`config.mk`:
```
export PLATFORM = sky130hd
export DESIGN_NAME = logic_op_scheduler
export DESIGN_NICKNAME = d
export VERILOG_FILES = /design/src/rtl/logic_sched_pkg.sv /design/src/rtl/gate_unit.sv /design/src/rtl/logic_op_scheduler.sv
export SDC_FILE = /design/constraint.sdc
export NUM_CORES = 1
export LEC_CHECK = 0
export CAP_MARGIN = 20
export CORE_ASPECT_RATIO = 2
export CORE_UTILIZATION = 38
export CTS_CLUSTER_SIZE = 10
export DETAILED_ROUTE_END_ITERATION = 12
export PLACE_DENSITY = 0.8
export SYNTH_ARGS = -nofsm -noshare
export SYNTH_HDL_FRONTEND = slang
export SYNTH_SLANG_ARGS = --single-unit
export TNS_END_PERCENT = 30
```
`constraint.sdc`:
```
create_clock -name clk -period 2.3 [get_ports clk]
set_clock_uncertainty 0.1 [all_clocks]
set_input_delay 0.46 -clock clk [delete_from_list [all_inputs] [get_ports clk]]
set_output_delay 0.46 -clock clk [all_outputs]
set_load 0.005 [all_outputs]
```
`src/rtl/logic_sched_pkg.sv`:
```
// Shared definitions for logic_op_scheduler: output-stage state encoding and default widths.
package logic_sched_pkg;

  typedef enum logic {
    ST_EMPTY = 1'b0,
    ST_FULL  = 1'b1
  } state_e;

  localparam int DEF_W     = 8;
  localparam int DEF_N_REQ = 4;
  localparam int DEF_ID_W  = 2;

endpackage

```
`src/rtl/gate_unit.sv`:
```
// Purely combinational bitwise logic unit: x = a|b, y = a^b^c, z = b&~c.
module gate_unit
  import logic_sched_pkg::*;
#(
  parameter int W = DEF_W
) (
  input  logic [W-1:0] i_a,
  input  logic [W-1:0] i_b,
  input  logic [W-1:0] i_c,
  output logic [W-1:0] o_x,
  output logic [W-1:0] o_y,
  output logic [W-1:0] o_z
);

  assign o_x = i_a | i_b;
  assign o_y = i_a ^ i_b ^ i_c;
  assign o_z = i_b & ~i_c;

endmodule

```
`src/rtl/logic_op_scheduler.sv`:
```
// Arbitrates N requesters onto one shared gate_unit with a single registered result stage.
// Define ROUND_ROBIN_EN for rotating priority; otherwise lowest index wins.
module logic_op_scheduler
  import logic_sched_pkg::*;
#(
  parameter int N_REQ = DEF_N_REQ,
  parameter int ID_W  = DEF_ID_W,
  parameter int W     = DEF_W
) (
  input  logic               clk,
  input  logic               rst,
  input  logic [N_REQ-1:0]   req,
  input  logic [N_REQ*W-1:0] a_in,
  input  logic [N_REQ*W-1:0] b_in,
  input  logic [N_REQ*W-1:0] c_in,
  output logic [N_REQ-1:0]   gnt,
  output logic               out_valid,
  input  logic               out_ready,
  output logic [W-1:0]       x,
  output logic [W-1:0]       y,
  output logic [W-1:0]       z,
  output logic [ID_W-1:0]    out_id
);

  state_e            r_state;
  state_e            w_state_nxt;
  logic              w_load;
  logic              w_can_issue;
  logic              w_issue;
  logic              w_found;
  logic              w_hit;
  logic [ID_W-1:0]   w_win;
  logic [ID_W-1:0]   w_ptr;
  logic [ID_W:0]     w_cand;
  logic [N_REQ-1:0]  w_req_sh;
  logic [W-1:0]      w_a;
  logic [W-1:0]      w_b;
  logic [W-1:0]      w_c;
  logic [W-1:0]      w_x;
  logic [W-1:0]      w_y;
  logic [W-1:0]      w_z;
  logic [W-1:0]      r_x;
  logic [W-1:0]      r_y;
  logic [W-1:0]      r_z;
  logic [ID_W-1:0]   r_id;

`ifdef ROUND_ROBIN_EN
  logic [ID_W-1:0]   r_ptr;

  // Rotate priority to just past the latest winner.
  always_ff @(posedge clk or posedge rst) begin
    if (rst) begin
      r_ptr <= '0;
    end else if (w_issue) begin
      r_ptr <= (w_win == ID_W'(N_REQ - 1)) ? '0 : w_win + ID_W'(1);
    end
  end

  assign w_ptr = r_ptr;
`else
  assign w_ptr = '0;
`endif

  assign w_can_issue = (r_state == ST_EMPTY) | out_ready;
  assign w_issue     = w_can_issue & w_found;

  // Scan requests from the priority pointer upward, modulo N_REQ.
  always_comb begin
    w_found  = 1'b0;
    w_win    = '0;
    w_cand   = '0;
    w_req_sh = '0;
    w_hit    = 1'b0;
    for (int i = 0; i < N_REQ; i++) begin
      w_cand   = {1'b0, w_ptr} + (ID_W+1)'(i);
      w_cand   = (w_cand >= (ID_W+1)'(N_REQ)) ? w_cand - (ID_W+1)'(N_REQ) : w_cand;
      w_req_sh = req >> w_cand;
      w_hit    = ~w_found & w_req_sh[0];
      w_win    = w_hit ? w_cand[ID_W-1:0] : w_win;
      w_found  = w_found | w_hit;
    end
  end

  // One-hot grant; suppressed during reset and under backpressure.
  always_comb begin
    gnt = '0;
    if (w_issue && !rst) begin
      gnt = {{(N_REQ-1){1'b0}}, 1'b1} << w_win;
    end else begin
      gnt = '0;
    end
  end

  assign w_a = W'(a_in >> (int'(w_win) * W));
  assign w_b = W'(b_in >> (int'(w_win) * W));
  assign w_c = W'(c_in >> (int'(w_win) * W));

  gate_unit #(.W(W)) u_gate (
    .i_a (w_a),
    .i_b (w_b),
    .i_c (w_c),
    .o_x (w_x),
    .o_y (w_y),
    .o_z (w_z)
  );

  // Output-stage next state and load decision.
  always_comb begin
    w_state_nxt = r_state;
    w_load      = 1'b0;
    case (r_state)
      ST_EMPTY: begin
        if (w_issue) begin
          w_state_nxt = ST_FULL;
          w_load      = 1'b1;
        end else begin
          w_state_nxt = ST_EMPTY;
        end
      end
      ST_FULL: begin
        if (out_ready && w_issue) begin
          w_state_nxt = ST_FULL;
          w_load      = 1'b1;
        end else if (out_ready) begin
          w_state_nxt = ST_EMPTY;
        end else begin
          w_state_nxt = ST_FULL;
        end
      end
      default: begin
        w_state_nxt = ST_EMPTY;
      end
    endcase
  end

  // State register.
  always_ff @(posedge clk or posedge rst) begin
    if (rst) begin
      r_state <= ST_EMPTY;
    end else begin
      r_state <= w_state_nxt;
    end
  end

  // Result register keeps its last value when drained without refill.
  always_ff @(posedge clk or posedge rst) begin
    if (rst) begin
      r_x  <= '0;
      r_y  <= '0;
      r_z  <= '0;
      r_id <= '0;
    end else if (w_load) begin
      r_x  <= w_x;
      r_y  <= w_y;
      r_z  <= w_z;
      r_id <= w_win;
    end
  end

  assign out_valid = (r_state == ST_FULL);
  assign x         = r_x;
  assign y         = r_y;
  assign z         = r_z;
  assign out_id    = r_id;

endmodule

```
After elaboration in Yosys (flattened, before gate mapping)
Cells that the tools add are included.
{"block": "totals", "wordCells": 39, "inputBits": 103, "output_inout_bits": 31, "regBits": 27}
{"block": "op_classes", "bitwise_logic": 17, "reduce_logical": 3, "n_mux": 10, "n_shift": 4}
{"op": "$shr 32x5->8", "n": 3}
{"op": "$xor 8x8->8", "n": 2}
{"op": "$and 8x8->8", "n": 1}
{"op": "$not 8->8", "n": 1}
{"op": "$or 8x8->8", "n": 1}
{"op": "$mux 1", "n": 5}
{"op": "$and 1x1->1", "n": 4}
{"op": "$mux 2", "n": 2}
{"op": "$mux 4", "n": 1}
{"op": "$not 1->1", "n": 4}
{"op": "$or 1x1->1", "n": 4}
{"op": "$pmux 1 s2", "n": 2}
{"op": "$shl 1x2->4 const A", "n": 1}
{"op": "$logic_and 1x1->1", "n": 2}
{"op": "$logic_not 1->1", "n": 1}

Longest topological paths before layout
{"block": "logic_depth", "ltp_word": 13, "ltp_mapped": 9}

By module
Synthesis repeated with hierarchy kept, for this count alone.
{"block": "hier_totals", "hier_cells": 245, "hier_area_um2": 2270.9}
{"mod": "logic_op_scheduler", "instances": 1, "seq_area_each_um2": 675.6, "cells_per_inst": 197, "area_per_inst_um2": 1960.6}
{"mod": "gate_unit", "instances": 1, "seq_area_each_um2": 0.0, "cells_per_inst": 48, "area_per_inst_um2": 310.3}

Worst setup path before layout
Ideal clock, no wire load.
{"block": "synth_path", "path_type": "input to register", "start": "in req[3]", "end": "reg r_y[6], in the netlist y[6]", "arrival_time_ns": 2.103, "setup_slack_ns": -0.029, "t_required_ns": 2.074, "path_buffers": 3, "stages": 9, "cell_sequence": "buf_2 -> buf_2 -> nor2_1 -> buf_2 -> a22oi_1 -> o221a_2 -> ha_1 -> and4_1 -> a221o_1"}
{"block": "synth_via", "elab_chain_cells": 6}
{"element": "start: declaration", "line_no": "logic_op_scheduler.sv:12", "text": "input logic [N_REQ-1:0] req,"}
{"element": "$and 1x1->1 (*)", "line_no": "logic_op_scheduler.sv:78", "text": "w_hit = ~w_found & w_req_sh[0];"}
{"element": "branches (longest 5 deep; another with $shr 32x5->8)"}
{"element": "end signal: assignment", "line_no": "logic_op_scheduler.sv:154", "text": "r_y <= w_y;"}
{"element": "end: declaration", "line_no": "logic_op_scheduler.sv:43", "text": "logic [W-1:0] r_y;"}
Every way passes the cells marked *.
A chain may end at the register's enable or synchronous reset.

Worst setup path in the final report
{"block": "layout_path", "start": "in req[0]", "end": "reg r_y[2], in the netlist y[2]"}
{"block": "layout_via", "elab_chain_cells": 13}
{"element": "branches (longest 13 deep; another with $shr 32x5->8)"}
Several ways; the timed one is not identified.

==> metrics.log <==
[metrics] depth of the worst register-to-register path: 5
[metrics] via count of the first global-routing pass: 2894
[metrics] worst min path class: register to register
[metrics] worst-path cell chain: clkdlybuf4s15_1, buf_6, buf_8, buf_12, a222oi_1, o21a_1, ha_4, and4_1, a221o_1
[metrics] Crit Path Class: primary input to register
[metrics] cell-internal power: between 1000 and 1500 µW
[metrics] LEAKAGE: between 0.0015 and 0.002 µW
[metrics] post-synthesis net count: approximately 360
[metrics] net total in the final layout: between 500 and 600
[metrics] total clock sinks: 27
[metrics] total power of the final layout: between 1500 and 2000 µW
[metrics] Post-Syn Area: approximately 0.0023 mm²
[metrics] area share of and/or/nand/nor cells after synthesis: 0.241
[metrics] Die Footprint: between 0.006 and 0.007 mm²
[metrics] Yosys cell types: 40
[metrics] area share of xor/xnor cells in the synthesized design: 0
[metrics] largest fanout on the critical path: 7
[metrics] endpoint of the most critical setup path: y[2]$_DFFE_PP0P_
[metrics] residual DRC count: 0
[metrics] number of enable-type register cells in the synthesized netlist: 0
[metrics] setup repair after global routing missed its margin: yes
[metrics] HPWL after detailed placement: roughly 6600 µm
[metrics] share of the yosys chip area belonging to registers: 0.298
[metrics] biggest area consumer among synthesized cells: sky130_fd_sc_hd__dfrtp_1
[metrics] cts hold-fix bufs: 0
[metrics] Worst setup EP type: register
[metrics] fraction of the mapped netlist area in adder cells: 0.0441
[metrics] proportion of register bits with asynchronous set or reset after synthesis: 1.00
[metrics] Hold Worst Slack: between 300 and 400 ps
[metrics] buffer type at the clock tree root: sky130_fd_sc_hd__clkbuf_16
[metrics] total length of routed wires: roughly 8800 µm
[metrics] number of cells on the critical path: 9
[metrics] area of the core: about 0.0057 mm²
[metrics] Worst setup SP type: primary input
[metrics] dominant synthesized flop cell: sky130_fd_sc_hd__dfrtp_1
[metrics] register bit count reported by yosys: 27
[metrics] slew at the pin closest to its max-slew limit: 528 ps
[metrics] start of the worst register-to-register path: out_valid$_DFF_PP0_
[metrics] average footprint of a synthesized cell: slightly above 9 µm²
[metrics] initial cell density of the core: 0.397
[metrics] Commonest cells post-synth: sky130_fd_sc_hd__nand2_1, sky130_fd_sc_hd__dfrtp_1, sky130_fd_sc_hd__a22oi_1, sky130_fd_sc_hd__a222oi_1, sky130_fd_sc_hd__buf_2
[metrics] number of core rows: 39
[metrics] Reg power frac: 0.325
[metrics] Area contributors post-synth: sky130_fd_sc_hd__dfrtp_1, sky130_fd_sc_hd__a222oi_1, sky130_fd_sc_hd__a22oi_1
[metrics] CTS clock-pin slew for the worst setup and hold paths: around 60 ps
[metrics] reg-to-reg slack, setup: slightly above 600 ps
[metrics] Relative slew margins: 0.647
[metrics] final-report max-slew violation count: 0
[metrics] Post-Synthesis Cells: 245
[metrics] PortBufs: about 130
[metrics] die height: 111 µm
[metrics] Compound-Gate Fraction of Synth Area: 0.333
[metrics] WL/cell: between 15 and 20 µm
[metrics] global-route wire length before repair: about 14000 µm
[metrics] Synth-to-Final Area Change: 86.7%
[metrics] most instantiated library cell after synthesis: sky130_fd_sc_hd__nand2_1
[metrics] final instance count without filler cells: 470
[metrics] Yosys warning total: 0
[metrics] clock tree from TritonCTS: done
[metrics] area fraction of the dominant cell type after synthesis: 0.298
[metrics] worst endpoint required time: between 2000 and 2500 ps
[metrics] Buf+Inv Stages, Crit Path: 4
[metrics] share of final-layout standard cells stronger than drive strength 1: 0.227
[metrics] Placed Instances: ~450
[metrics] Iter 0 DRT Violations: 189
[metrics] data arrival time of the critical path: ~2300 ps
[metrics] Global Route Usage Sum: 0.287
[metrics] Longest Clk Path Bufs: 2
[metrics] number of antenna violations at the first check in global routing: 0
[metrics] ANT nets after route: 0
[metrics] Routability Congestion: between 0.9 and 1
[metrics] depth of the CTS H-tree: 1
[metrics] routed via count divided by cell count: about 6.0
[metrics] count of pins on the block boundary: around 130
[metrics] largest net degree at the start of global routing: 51
[metrics] maxcap violations: 0
[metrics] critical register-to-register path endpoint: y[1]$_DFFE_PP0P_
[metrics] gate family responsible for the most delay along the worst path: compound AO/OA/AOI/OAI gates
[metrics] accumulated negative setup slack: 0 ps
[metrics] largest stage delay on the critical path: 400 ps
[metrics] startpoint of the worst setup timing path: req[0]
[metrics] insertion delay of the later-clocked pin in the worst-skew pair: between 200 and 300 ps
[metrics] width of the chip: around 57 µm
[metrics] TritonRoute pass-1 iters: 9
[metrics] result of the run: complete, no violations
[metrics] number of diodes added for antenna fixing: 0
[metrics] power per cell area: roughly 440 mW/mm²
[metrics] slowest library cell on the worst path: sky130_fd_sc_hd__a222oi_1
[metrics] min Tclk post-route: around 2300 ps
[metrics] mux contribution to synthesized area: 0
[metrics] main combinational cell family by area after synthesis: compound AO/OA/AOI/OAI gates
[metrics] total setup violations reported at the end of the flow: 0
[metrics] TritonCTS Buffers: 3
[metrics] Tcrit/Tclk final: 0.997
[metrics] switching component of the power: just over 500 µW
[metrics] via count: between 2000 and 3000
[metrics] Clock power frac: 0.207
[metrics] highest achievable clock rate: about 440 MHz
[metrics] combinational power share: 0.468
[metrics] fill count: 396
[metrics] Net Sw Frac: 0.282
[metrics] start point of the worst min-delay path: x[2]$_DFFE_PP0P_
[metrics] global-route congestion overflow total: 0
[metrics] Final Hold Vio Count: 0
[metrics] Worst IR Drop VDD: approximately 710 µV
-- through the flow --
stage	utilization	setup WS, ps	area (µm²)
2_1_floorplan	-	2.58	2270
3_3_place_gp	0.670	-628	3830
3_5_place_dp	0.670	-683	3830
4_1_cts	0.739	-7.34	4220
5_1_grt	0.742	-11.4	4230
6_report	0.742	6.88	4230
-- cell families after synthesis --
logic type / Yosys count
compound gates: 93
flops: 27
fa+ha+maj: 8
simple gates: 89
buf+inv: 28
-- flip-flops by register name (all words and copies together) (netlist names) --
signal     cells
x              8
y              8
z              8
out_id         2
out_valid      1
-- power groups by stage --
stage	Sequential (µW)	Clock (µW)	Combinational [µW]
2_1_floorplan	606	0	303
3_3_place_gp	609	0	749
3_5_place_dp	610	0	765
4_1_cts	602	388	845
5_1_grt	610	407	932
6_report	600	381	865
-- worst min path at each step --
stage / end / depth (start not counted) / slack (ps)
2_1_floorplan: out_id[0]$_DFFE_PP0P_ / 2 / 370
3_3_place_gp: x[0]$_DFFE_PP0P_ / 2 / 360
3_5_place_dp: x[0]$_DFFE_PP0P_ / 2 / 370
4_1_cts: x[0]$_DFFE_PP0P_ / 2 / 380
5_1_grt: x[6]$_DFFE_PP0P_ / 2 / 400
6_report: x[2]$_DFFE_PP0P_ / 2 / 380
-- tightest hold or removal path, delay by kind of cell, from the launching register on --
kind	cells	cell delay (ps)
and+or+nand+nor	1	40
AOI/OAI and AO/OA	1	60
DFF	1	340
-- what timing repair did --
action	CTS	global route
gates cloned	2	0
hold endpoints to repair	0	0
gates resized for setup	50	9
endpoints found under the setup margin	24	8
pin swaps	33	4
buffers inserted	10	0
-- cell type report --
| cell class | instances | area (µm²) | area share |
|---|---|---|---|
| sequential | 27 | 676 | 0.160 |
| inverter | 2 | 7.51 | 0.00177 |
| tap | 61 | 76.3 | 0.0180 |
| clock inverter | 1 | 5.00 | 0.00118 |
| clock buffer | 3 | 75.1 | 0.0177 |
| multi-input combinational | 190 | 1560 | 0.367 |
| timing repair buffer | 186 | 1840 | 0.434 |
-- per-layer routing --
layer	track usage	up-vias	wire length, µm
met3	0.0210	28	492
met1	0.323	1323	3110
met5	0	-	0
met2	0.507	167	4770
met4	0.176	0	458
li1	-	1303	-
-- cells in the final DEF (no fill, tap or decap), types with 3 or more instances in the layout --
cell	count
sky130_fd_sc_hd__nor2_1	10
sky130_fd_sc_hd__a22oi_1	12
sky130_fd_sc_hd__a21o_1	7
sky130_fd_sc_hd__or3b_1	7
sky130_fd_sc_hd__dfrtp_1	27
sky130_fd_sc_hd__buf_12	4
sky130_fd_sc_hd__ha_4	8
sky130_fd_sc_hd__clkbuf_16	3
sky130_fd_sc_hd__a221o_1	7
sky130_fd_sc_hd__buf_4	37
sky130_fd_sc_hd__a22oi_2	5
sky130_fd_sc_hd__nand3b_1	8
sky130_fd_sc_hd__a222oi_1	15
sky130_fd_sc_hd__buf_2	4
sky130_fd_sc_hd__clkdlybuf4s50_1	125
sky130_fd_sc_hd__and4_1	8
sky130_fd_sc_hd__buf_6	9
sky130_fd_sc_hd__o31ai_1	9
sky130_fd_sc_hd__o21ai_0	8
sky130_fd_sc_hd__o21a_1	7
sky130_fd_sc_hd__o221a_2	7
sky130_fd_sc_hd__nand2_1	34
sky130_fd_sc_hd__a21oi_1	8
sky130_fd_sc_hd__nor3b_1	8
(Power assumes the default switching activity.)
